$ cat src/rtl/fft16_frame_ctrl.sv
// fft16_frame_ctrl: frame sequencer for the 16-point radix-2 FFT chain.
// Collects 16 real samples, fires the datapath, waits LAT cycles, then
// drains the results in natural frequency order (undoing bit reversal).
// Ports: clk, rst (async active-low); in_valid/in_data/in_ready sample
// input; fft_x/fft_start/fft_y datapath link; out_valid/out_data/out_idx/
// out_ready result stream; frame_done one-cycle end-of-frame pulse.
module fft16_frame_ctrl #(
  parameter int N   = 16,
  parameter int DW  = 16,
  parameter int LAT = 2
) (
  input  logic            clk,
  input  logic            rst,
  input  logic            in_valid,
  input  logic [DW-1:0]   in_data,
  output logic            in_ready,
  output logic [32*N-1:0] fft_x,
  output logic            fft_start,
  input  logic [32*N-1:0] fft_y,
  output logic            out_valid,
  output logic [31:0]     out_data,
  output logic [3:0]      out_idx,
  input  logic            out_ready,
  output logic            frame_done
);

  typedef enum logic [1:0] {
    S_COLLECT,
    S_WAIT,
    S_DRAIN
  } state_t;

  state_t      state;
  logic [31:0] frame_q [N];
  logic [31:0] res_q [N];
  logic [3:0]  wr_cnt;
  logic [3:0]  rd_cnt;
  logic [7:0]  lat_cnt;

  // stage4 leaves slot k holding frequency bitrev4(k)
  function automatic logic [3:0] bitrev4(input logic [3:0] k);
    return {k[0], k[1], k[2], k[3]};
  endfunction

  always_comb begin
    fft_x = '0;
    for (int i = 0; i < N; i++)
      fft_x[32*i +: 32] = frame_q[i];
  end

  always_ff @(posedge clk or negedge rst) begin
    if (!rst) begin
      state      <= S_COLLECT;
      wr_cnt     <= '0;
      rd_cnt     <= '0;
      lat_cnt    <= '0;
      in_ready   <= 1'b0;
      fft_start  <= 1'b0;
      out_valid  <= 1'b0;
      out_data   <= '0;
      out_idx    <= '0;
      frame_done <= 1'b0;
      for (int i = 0; i < N; i++) begin
        frame_q[i] <= '0;
        res_q[i]   <= '0;
      end
    end else begin
      fft_start  <= 1'b0;
      frame_done <= 1'b0;
      unique case (state)
        S_COLLECT: begin
          in_ready <= 1'b1;
          if (in_valid && in_ready) begin
            frame_q[wr_cnt] <= {16'(in_data), 16'h0000};
            if (wr_cnt == 4'd15) begin
              wr_cnt    <= '0;
              in_ready  <= 1'b0;
              fft_start <= 1'b1;
              lat_cnt   <= '0;
              state     <= S_WAIT;
            end else begin
              wr_cnt <= wr_cnt + 4'd1;
            end
          end
        end
        S_WAIT: begin
          if (lat_cnt == 8'(LAT)) begin
            for (int i = 0; i < N; i++)
              res_q[i] <= fft_y[32*i +: 32];
            // slot 0 is frequency 0, so the first word needs no reorder
            out_data  <= fft_y[31:0];
            out_idx   <= '0;
            out_valid <= 1'b1;
            rd_cnt    <= '0;
            state     <= S_DRAIN;
          end else begin
            lat_cnt <= lat_cnt + 8'd1;
          end
        end
        S_DRAIN: begin
          if (out_ready) begin
            if (rd_cnt == 4'd15) begin
              rd_cnt     <= '0;
              out_valid  <= 1'b0;
              out_data   <= '0;
              out_idx    <= '0;
              frame_done <= 1'b1;
              in_ready   <= 1'b1;
              state      <= S_COLLECT;
            end else begin
              rd_cnt   <= rd_cnt + 4'd1;
              out_idx  <= rd_cnt + 4'd1;
              out_data <= res_q[bitrev4(rd_cnt + 4'd1)];
            end
          end
        end
        default: state <= S_COLLECT;
      endcase
    end
  end

endmodule
$ cat config.mk
export PLATFORM = sky130hd
export DESIGN_NAME = fft16_frame_ctrl
export DESIGN_NICKNAME = d
export VERILOG_FILES = /design/src/rtl/fft16_frame_ctrl.sv
export SDC_FILE = /design/constraint.sdc
export NUM_CORES = 1
export LEC_CHECK = 0
export ABC_AREA = 1
export CORE_AREA = 2 2 425 427
export CTS_CLUSTER_DIAMETER = 100
export DETAILED_ROUTE_END_ITERATION = 12
export DIE_AREA = 0 0 427 429
export GPL_ROUTABILITY_DRIVEN = 0
export PLACE_DENSITY_LB_ADDON = 0.3
export RECOVER_POWER = 25
export SLEW_MARGIN = 10
export SYNTH_ARGS = -nofsm -noshare
export SYNTH_HDL_FRONTEND = slang
export SYNTH_SLANG_ARGS = --single-unit
export TNS_END_PERCENT = 100
$ cat constraint.sdc
create_clock -name clk -period 5.5 [get_ports clk]
set_input_delay 1.1 -clock clk [delete_from_list [all_inputs] [get_ports clk]]
set_output_delay 1.1 -clock clk [all_outputs]
set_load 0.05 [all_outputs]
**Word-level counts from Yosys, hierarchy flattened**

Index checks and enable logic that the tools add are counted.

- Equal/unequal tests: 11
- Add/subtract/negate cells: 3
- Multiplexer cells: 40
- Bitwise gates (word level): 2
- Magnitude comparators: 3
- Reduce and logical (&&, ||, !) cells: 13

Operator list:

| cell | number |
|---|---|
| $bwmux 512 | 1 |
| $mux 32 | 6 |
| $bmux 32 s4 | 1 |
| $demux 32 s4 | 1 |
| $pmux 32 s2 | 1 |
| $mux 8 | 3 |
| $mux 4 | 4 |
| $pmux 8 s2 | 1 |
| $mux 1 | 13 |
| $ne 2x2->1 const B | 6 |
| $ge 5x5->1 const B | 2 |
| $mux 2 | 5 |
| $not 4->5 | 2 |
| $add 4x1->4 const B | 2 |
| $add 8x1->8 const B | 1 |
| $eq 4x4->1 const B | 2 |
| $eq 8x2->1 const B | 1 |
| $pmux 4 s2 | 1 |
| $reduce_and 4->1 | 2 |
| $pmux 2 s3 | 1 |
| $reduce_and 3->1 | 2 |
| $reduce_bool 2->1 | 3 |
| $lt 5x1->1 const B | 1 |
| $reduce_and 5->1 | 1 |
| other kinds (6) | 9 |

- Input port bits: 532
- Output and inout bits: 552
- Register bits after elaboration: 1078
- Word-level logic and storage cells: 113

**Logic depth before layout (Yosys ltp)**

Gate-level depths: netlist (run 1).

- Depth after elaboration: 8
- Gate-level depth with buffers: 14
- Depth with buffers taken out: 11

**Least setup slack after synthesis (run 1)**

OpenSTA, ideal clock, no wires.

- Path kind: input port to flip-flop
- Start: input in_valid
- End: register frame_q, in the netlist fft_x[155]
- Stages: 8
- Required time: 5.370 ns
- Slack: 3.142 ns
- Arrival time: 2.227 ns
- Library setup time: 0.130 ns
- Cells stage by stage: nand2_1 > nor3_4 > inv_2 > nor2_1 > nand3_1 > clkbuf_1 > nand2_1 > o21ai_1

- Longest elaborated chain between the ends: 2

RTL lines:

| element | RTL line | RTL |
|---|---|---|
| start, declared | 14 | `input logic in_valid,` |
| $logic_and 1x1->1 | 73 | `if (in_valid && in_ready) begin` |
| $reduce_and 2->1 (no line) | - |  |
| end signal, assigned by index | 74 | `frame_q[wr_cnt] <= {16'(in_data), 16'h0000};` |
| end, declared | 34 | `logic [31:0] frame_q [N];` |

Every way passes these cells.
A chain may end at the register's enable or synchronous reset.

==> flow_summary.yaml, run 1 <==
run_status:
  result_of_the_run: "complete, but fails checks"
  failed_checks: "capacitance limit, slew limit"
clock_network:
  clock-root-buffer: "sky130_fd_sc_hd__clkbuf_16"
  h-tree-depth: 3
  cts_inserted_buffers: 101
  clock_latency_ns: 0.75
  cts_setup_buffers: 0
  cts_sinks: 822
  postCtsResizedCells: 0
  cts.hold.buffers_added: 0
  tritoncts: "done"
  clkTransAtPathRegs_ns: 0.06
  clockBufferDepth: 3
run:
  maxCapViolCount: 6
worst_setup_path:
  capturing_point_of_the_worst_reg2reg_path: "out_data[1]"
  required_worst_endpoint_ns: 5.93
  timing.critical_path.fanout_max: 118
  worstSetupEndpointType: "async pin"
  cp_data_arrival_time_ns: 4.66
  worstPathBufferInverterCount: 2
  worstPathCellList: "clkbuf_2 > clkbuf_4"
  timing.setup.critical_path_class: "in2async"
  critical-path-top-delay-family: "buffers and inverters"
  crit_slowest_cell: "sky130_fd_sc_hd__clkbuf_4"
  reg2reg_slack_ns: 1.72
  crit_path_max_incr_delay_ns: 1.66
  worstReg2RegStart: "rd_cnt[0]"
  critPathLaunchType: "input port"
  worst-r2r-cell-count: 12
placed_design:
  numPortBuffers: 827
  dpl.hpwl_um: 122000
  dp_cells: 7737
  placed_area_um2: 47700
  placement.setup.worst_slack_ns: 1.60
timing:
  max_freq_mhz: 237
  timing.final.crit_share: 0.769
  finalHoldViolations: 0
  totalNegativeSetupSlack_ns: 0
  post-route-min-period_ns: 4.23
  tightest_slew_ns: 2.37
  drv_slew: 511
  unrepaired_setup_endpoints_after_global_routing: "no"
  slew_headroom: -0.582
  setup_viol_count_final: 0
  fin_skew_ns: 0.0558
  postLayoutSetupSlackWorst_ns: 1.27
grt:
  global_route.usage.total: 0.184
  first_global_vias: 33927
  globalRoute.totalOverflow: 0
  antenna_violations_before_repair: 17
  largest_net_degree_at_the_start_of_global_routing: 208
  grt_pass1_wl_um: 245000
yosys:
  ff_latch_count_synth: 822
  syn_area_um2: 38000
  synthesis.yosys.warnings: 0
  post_synthesis_share_of_cell_area_spent_on_xor_and_xnor_gates: 0.000922
  most_used_dff_post_synth: "sky130_fd_sc_hd__dfrtp_1"
  muxShareOfSynthArea: 0.000296
  synthDistinctLibCells: 32
  synthArstFlopShare: 1.00
  synth-seq-area-share: 0.541
  fraction_of_the_mapped_netlist_area_in_adder_cells: 0.00230
  post_synth_and_or_nand_nor_area_fraction: 0.313
  synth_top_family_by_area: "simple AND/OR/NAND/NOR gates"
  syn_inst: 4797
  synth_edf_count: 0
  synth-compound-area-share: 0.0455
  syn_avg_cell_area_um2: 7.93
cells_and_area:
  filler_cell_count: 19192
  design_area_um2: 51000
  area.growth.synth_to_final_pct: 34.3
  layout-drive-gt1-share: 0.0502
  regArea_um2: 20600
  net_total_in_the_final_layout: 6024
  non_filler_cells_in_the_finished_layout: 7926
  multi_input_comb_area_um2: 14800
die:
  core-area_um2: 178000
  boundaryPins: 1084
  floorplan.die.height_um: 429
  rows: 155
  floorplan.die.width_um: 427
  die_area_um2: 183000
  initial_core_util: 0.214
worst_hold_path:
  min-delay-start: "res_q[340]"
  holdPathEnd: "res_q[340]"
  worst_hold_path.num_cells: 2
  min_path_type: "reg2reg"
power_and_ir_drop:
  vdd_ir_drop_max_v: 0.000346
  static-leakage-power_uw: 0.0234
  cellPowerDensity_nw_per_um2: 480
detailed_routing:
  route.detailed.drc: 0
  viasPerCell: 4.26
  first_pass_iters: 6
  wire_length_per_cell_after_detailed_routing_um: 21.8
  postRouteWirelength_um: 172000
  vias: 33749
  drt_iter0_drc: 2903
  ant_nets: 0
-- cell usage in the layout, fill, tap and decap left out, types with 3 or more instances in the layout --
master                               n
sky130_fd_sc_hd__o21ai_0           184
sky130_fd_sc_hd__dfrtp_1           821
sky130_fd_sc_hd__clkbuf_8           22
sky130_fd_sc_hd__a21oi_1            19
sky130_fd_sc_hd__o21ai_1           110
sky130_fd_sc_hd__clkdlybuf4s50_1   825
sky130_fd_sc_hd__or2_2              33
sky130_fd_sc_hd__clkinv_2           12
sky130_fd_sc_hd__bufinv_16           5
sky130_fd_sc_hd__nand2_1          2381
sky130_fd_sc_hd__clkbuf_1           24
sky130_fd_sc_hd__clkinv_16           3
sky130_fd_sc_hd__clkbuf_16         103
sky130_fd_sc_hd__nand2_4             3
sky130_fd_sc_hd__inv_1              93
sky130_fd_sc_hd__conb_1            256
sky130_fd_sc_hd__ha_1                7
sky130_fd_sc_hd__xor2_1              3
sky130_fd_sc_hd__a21boi_0           18
sky130_fd_sc_hd__clkinvlp_4          6
sky130_fd_sc_hd__nor2_1             33
sky130_fd_sc_hd__inv_6               5
sky130_fd_sc_hd__buf_4              40
sky130_fd_sc_hd__nand3_1           497
sky130_fd_sc_hd__diode_2             8
sky130_fd_sc_hd__buf_12             14
sky130_fd_sc_hd__nand4_1             5
sky130_fd_sc_hd__inv_2               7
sky130_fd_sc_hd__nor2_4              3
sky130_fd_sc_hd__clkbuf_4            3
-- metrics by stage --
| stage | hold WS (ns) | total power [uW] | util |
|---|---|---|---|
| after global routing | 0.486 | 25900 | 0.287 |
| after CTS | 0.333 | 24900 | 0.287 |
| after detailed placement | 0.465 | 17800 | 0.268 |
| after global placement | 0.461 | 17900 | 0.268 |
| final | 0.479 | 24500 | 0.287 |
| after floorplan | 0.449 | 13700 | - |
-- worst max path at each step --
stage	endpoint	cells past startpoint	start
detailed placement	out_data[3]	12	rd_cnt[0]
finish	res_q[356]	2	rst
global placement	out_data[3]	12	rd_cnt[0]
CTS	out_idx[0]	2	rd_cnt[0]
floorplan	fft_x[155]	8	in_valid
global route	res_q[292]	2	rst
-- final cells by class --
class | count | share of cell area
Antenna cell | 8 | 0.000392
Clock buffer | 146 | 0.0580
Clock inverter | 35 | 0.00873
Inverter | 103 | 0.00787
Multi-Input combinational cell | 3569 | 0.290
Sequential cell | 822 | 0.403
Tap cell | 2355 | 0.0577
Timing Repair Buffer | 888 | 0.174
-- Yosys cell counts (2+ instances only) --
cell / instances / share of area
sky130_fd_sc_hd__a21boi_0: 18 / 0.0036
sky130_fd_sc_hd__buf_2: 143 / 0.019
sky130_fd_sc_hd__inv_1: 94 / 0.0093
sky130_fd_sc_hd__nor2_1: 35 / 0.0035
sky130_fd_sc_hd__a21oi_1: 19 / 0.0025
sky130_fd_sc_hd__dfrtp_1: 822 / 0.54
sky130_fd_sc_hd__xor2_1: 4 / 0.00092
sky130_fd_sc_hd__o21ai_0: 184 / 0.024
sky130_fd_sc_hd__nor2_2: 2 / 0.00033
sky130_fd_sc_hd__buf_1: 11 / 0.0011
sky130_fd_sc_hd__nand3_1: 498 / 0.066
sky130_fd_sc_hd__buf_4: 271 / 0.054
sky130_fd_sc_hd__nand4_1: 5 / 0.00082
sky130_fd_sc_hd__ha_1: 7 / 0.0023
sky130_fd_sc_hd__nand2_2: 2 / 0.00033
sky130_fd_sc_hd__inv_2: 9 / 0.00089
sky130_fd_sc_hd__or2_2: 33 / 0.0054
sky130_fd_sc_hd__o21ai_1: 110 / 0.014
sky130_fd_sc_hd__clkbuf_1: 133 / 0.013
sky130_fd_sc_hd__nand2_1: 2385 / 0.24
-- registers in the layout, indices dropped and copies added (netlist names) --
register	count
frame_done	1
lat_cnt	8
fft_x	256
rd_cnt	4
res_q	512
fft_start	1
state	2
out_data	32
out_valid	1
wr_cnt	4
in_ready	1
-- cells by family (layout without fill, tap and decap cells) --
kind of cell,Yosys count,after routing
compound gates,335,335
xor+xnor,4,4
fa+ha+maj,7,7
flops,822,822
mux,1,1
buf+inv,661,1172
other cells,1,264
simple gates,2966,2966
-- routing by layer --
metal	vias to the layer above	GRT usage	routed length (um)
met5	-	0	12
met4	2	0.0905	8940
met3	281	0.0484	12200
met2	1263	0.324	87600
met1	16296	0.202	63700
li1	15907	-	-
-- report_power, final --
part	internal [uW]	total (uW)	switching (uW)
sequential	7220	8070	848
combinational	2760	9520	6770
clock	3990	6910	2920
(Power assumes the default switching activity.)
==> run 2: changes to the inputs <==
--- a/config.mk
+++ b/config.mk
@@ -6,10 +6,10 @@
 export NUM_CORES = 1
 export LEC_CHECK = 0
 export ABC_AREA = 1
-export CORE_AREA = 2 2 425 427
+export CORE_AREA = 2 2 417 419
 export CTS_CLUSTER_DIAMETER = 100
 export DETAILED_ROUTE_END_ITERATION = 12
-export DIE_AREA = 0 0 427 429
+export DIE_AREA = 0 0 419 421
 export GPL_ROUTABILITY_DRIVEN = 0
 export PLACE_DENSITY_LB_ADDON = 0.3
 export RECOVER_POWER = 25
==> constraint.sdc (replaced) <==
create_clock -name clk -period 3.95 [get_ports clk]
set_input_delay 0.79 -clock clk [delete_from_list [all_inputs] [get_ports clk]]
set_output_delay 0.79 -clock clk [all_outputs]
set_load 0.05 [all_outputs]
==> run 2 against run 1 <==
The run still ends with capacitance limit, slew limit left. Sequential share of layout area down 0.48 points. Worst hold slack about the same. Setup slack worse by 0.72 ns. Via count up 0.23%. Core utilization up 1.3 points. Non-clock buffer count up 32. Count of clock-buffer cells in the layout up 3. Combinational power up 41%. Clock power up 48%. Critical path type is now reg2out. Critical endpoint is now out_idx[2].
==> flow_summary.yaml, run 2 (synthesis results as in run 1) <==
run_status:
  result_of_the_run: "complete, but fails checks"
  failed_checks: "capacitance limit, slew limit"
detailed_routing:
  drt_iter0_drc: 2964
  first_pass_iters: 6
  ant_nets: 0
  wire_length_per_cell_after_detailed_routing_um: 21.0
  viasPerCell: 4.26
  vias: 33826
  route.detailed.drc: 0
  postRouteWirelength_um: 167000
clock_network:
  clock_latency_ns: 0.75
  cts_inserted_buffers: 101
  cts_setup_buffers: 0
  h-tree-depth: 3
  cts.hold.buffers_added: 0
  clock-root-buffer: "sky130_fd_sc_hd__clkbuf_16"
  postCtsResizedCells: 0
  tritoncts: "done"
  clkTransAtPathRegs_ns: 0.06
  clockBufferDepth: 3
  cts_sinks: 822
die:
  rows: 153
  floorplan.die.height_um: 421
  die_area_um2: 176000
  floorplan.die.width_um: 419
  boundaryPins: 1084
  initial_core_util: 0.220
  core-area_um2: 172000
cells_and_area:
  filler_cell_count: 18301
  design_area_um2: 51700
  mostFrequentLayoutCells: "sky130_fd_sc_hd__nand2_1 (2381), sky130_fd_sc_hd__clkdlybuf4s50_1 (826), sky130_fd_sc_hd__dfrtp_1 (821)"
  net_total_in_the_final_layout: 6056
  area.growth.synth_to_final_pct: 35.9
  largest_register_ffs: 512
  top_reg_by_flops: "res_q"
  layout_commonest_cell: "sky130_fd_sc_hd__nand2_1"
  layout-drive-gt1-share: 0.0571
  non_filler_cells_in_the_finished_layout: 7946
worst_setup_path:
  worstPathBufferInverterCount: 1
  worstPathCellList: "clkdlybuf4s50_1"
  crit_slowest_cell: "sky130_fd_sc_hd__clkdlybuf4s50_1"
  crit_path_max_incr_delay_ns: 1.25
  required_worst_endpoint_ns: 3.16
  worstSetupEndpointType: "output port"
  timing.critical_path.fanout_max: 7
  cp_data_arrival_time_ns: 2.61
  timing.setup.critical_path_class: "reg2out"
  critPathLaunchType: "flop"
  critical-path-top-delay-family: "buffers and inverters"
timing:
  drv_slew: 67
  totalNegativeSetupSlack_ns: 0
  max_freq_mhz: 294
  finalHoldViolations: 0
  timing.final.crit_share: 0.860
  postLayoutSetupSlackWorst_ns: 0.554
  slew_headroom: -0.891
  unrepaired_setup_endpoints_after_global_routing: "no"
  tightest_slew_ns: 2.84
  post-route-min-period_ns: 3.40
  fin_skew_ns: 0.0403
  setup_viol_count_final: 0
power_and_ir_drop:
  power.share.switching: 0.418
  finalPower_uw: 34700
  seq_power_share: 0.322
  cellPowerDensity_nw_per_um2: 673
  clockPowerShare: 0.293
  internal-power_uw: 20200
  pwr-share-comb: 0.386
  switching_power_uw: 14500
  vdd_ir_drop_max_v: 0.000485
  static-leakage-power_uw: 0.0237
worst_hold_path:
  min_path_type: "reg2reg"
grt:
  globalRoute.totalOverflow: 0
  global_route.usage.total: 0.185
  antenna_violations_before_repair: 25
  grt_pass1_wl_um: 239000
  largest_net_degree_at_the_start_of_global_routing: 183
  first_global_vias: 33928
placed_design:
  numPortBuffers: 827
  placement.setup.worst_slack_ns: 0.808
  placed_area_um2: 48000
  dpl.hpwl_um: 120000
  dp_cells: 7739
run:
  maxCapViolCount: 1
[run 2: final cells by class]
| type | count | area (um2) | share of cell area |
|---|---|---|---|
| sequential | 822 | 20600 | 0.398 |
| multi-input combinational | 3569 | 14800 | 0.287 |
| timing repair buffer | 920 | 9280 | 0.180 |
| clock buffer | 149 | 3020 | 0.0584 |
| tap | 2325 | 2910 | 0.0563 |
| clock inverter | 40 | 618 | 0.0120 |
| inverter | 103 | 400 | 0.00775 |
| antenna | 18 | 45.0 | 0.000872 |
[run 2: power groups by stage]
stage          logic [uW]  clock network, uW  registers (uW)
4_1_cts             13600              10400           11200
3_5_place_dp        13600                  0           11300
3_3_place_gp        13500                  0           11300
6_report            13400              10200           11200
5_1_grt             14600              10800           11300
2_1_floorplan        6050                  0           13100
[run 2: per-layer routing]
| layer | wire (um) | vias up | GRT usage |
|---|---|---|---|
| met5 | 19 | - | 0 |
| met4 | 10100 | 2 | 0.109 |
| met3 | 12900 | 285 | 0.0506 |
| met2 | 82200 | 1339 | 0.314 |
| met1 | 61700 | 16210 | 0.207 |
| li1 | - | 15990 | - |
[run 2: worst paths after layout]
kind                            from     endpoint  slack, ns  cells past startpoint
min                        res_q[84]    res_q[84]       0.48                      2
max reg2reg                rd_cnt[2]  out_data[1]       1.11                     12
max                        rd_cnt[2]   out_idx[2]       0.55                      1
max in group asynchronous        rst   res_q[301]       0.80                      2
min in group asynchronous        rst    fft_x[89]       0.91                      1
min reg2reg                res_q[84]    res_q[84]       0.48                      2
[run 2: metrics by stage]
stage                     hold slack, ns  utilization
after floorplan                    0.449            -
after global placement             0.462        0.279
after detailed placement           0.465        0.279
after CTS                         0.0782        0.300
after global routing               0.489        0.299
final                              0.478        0.299
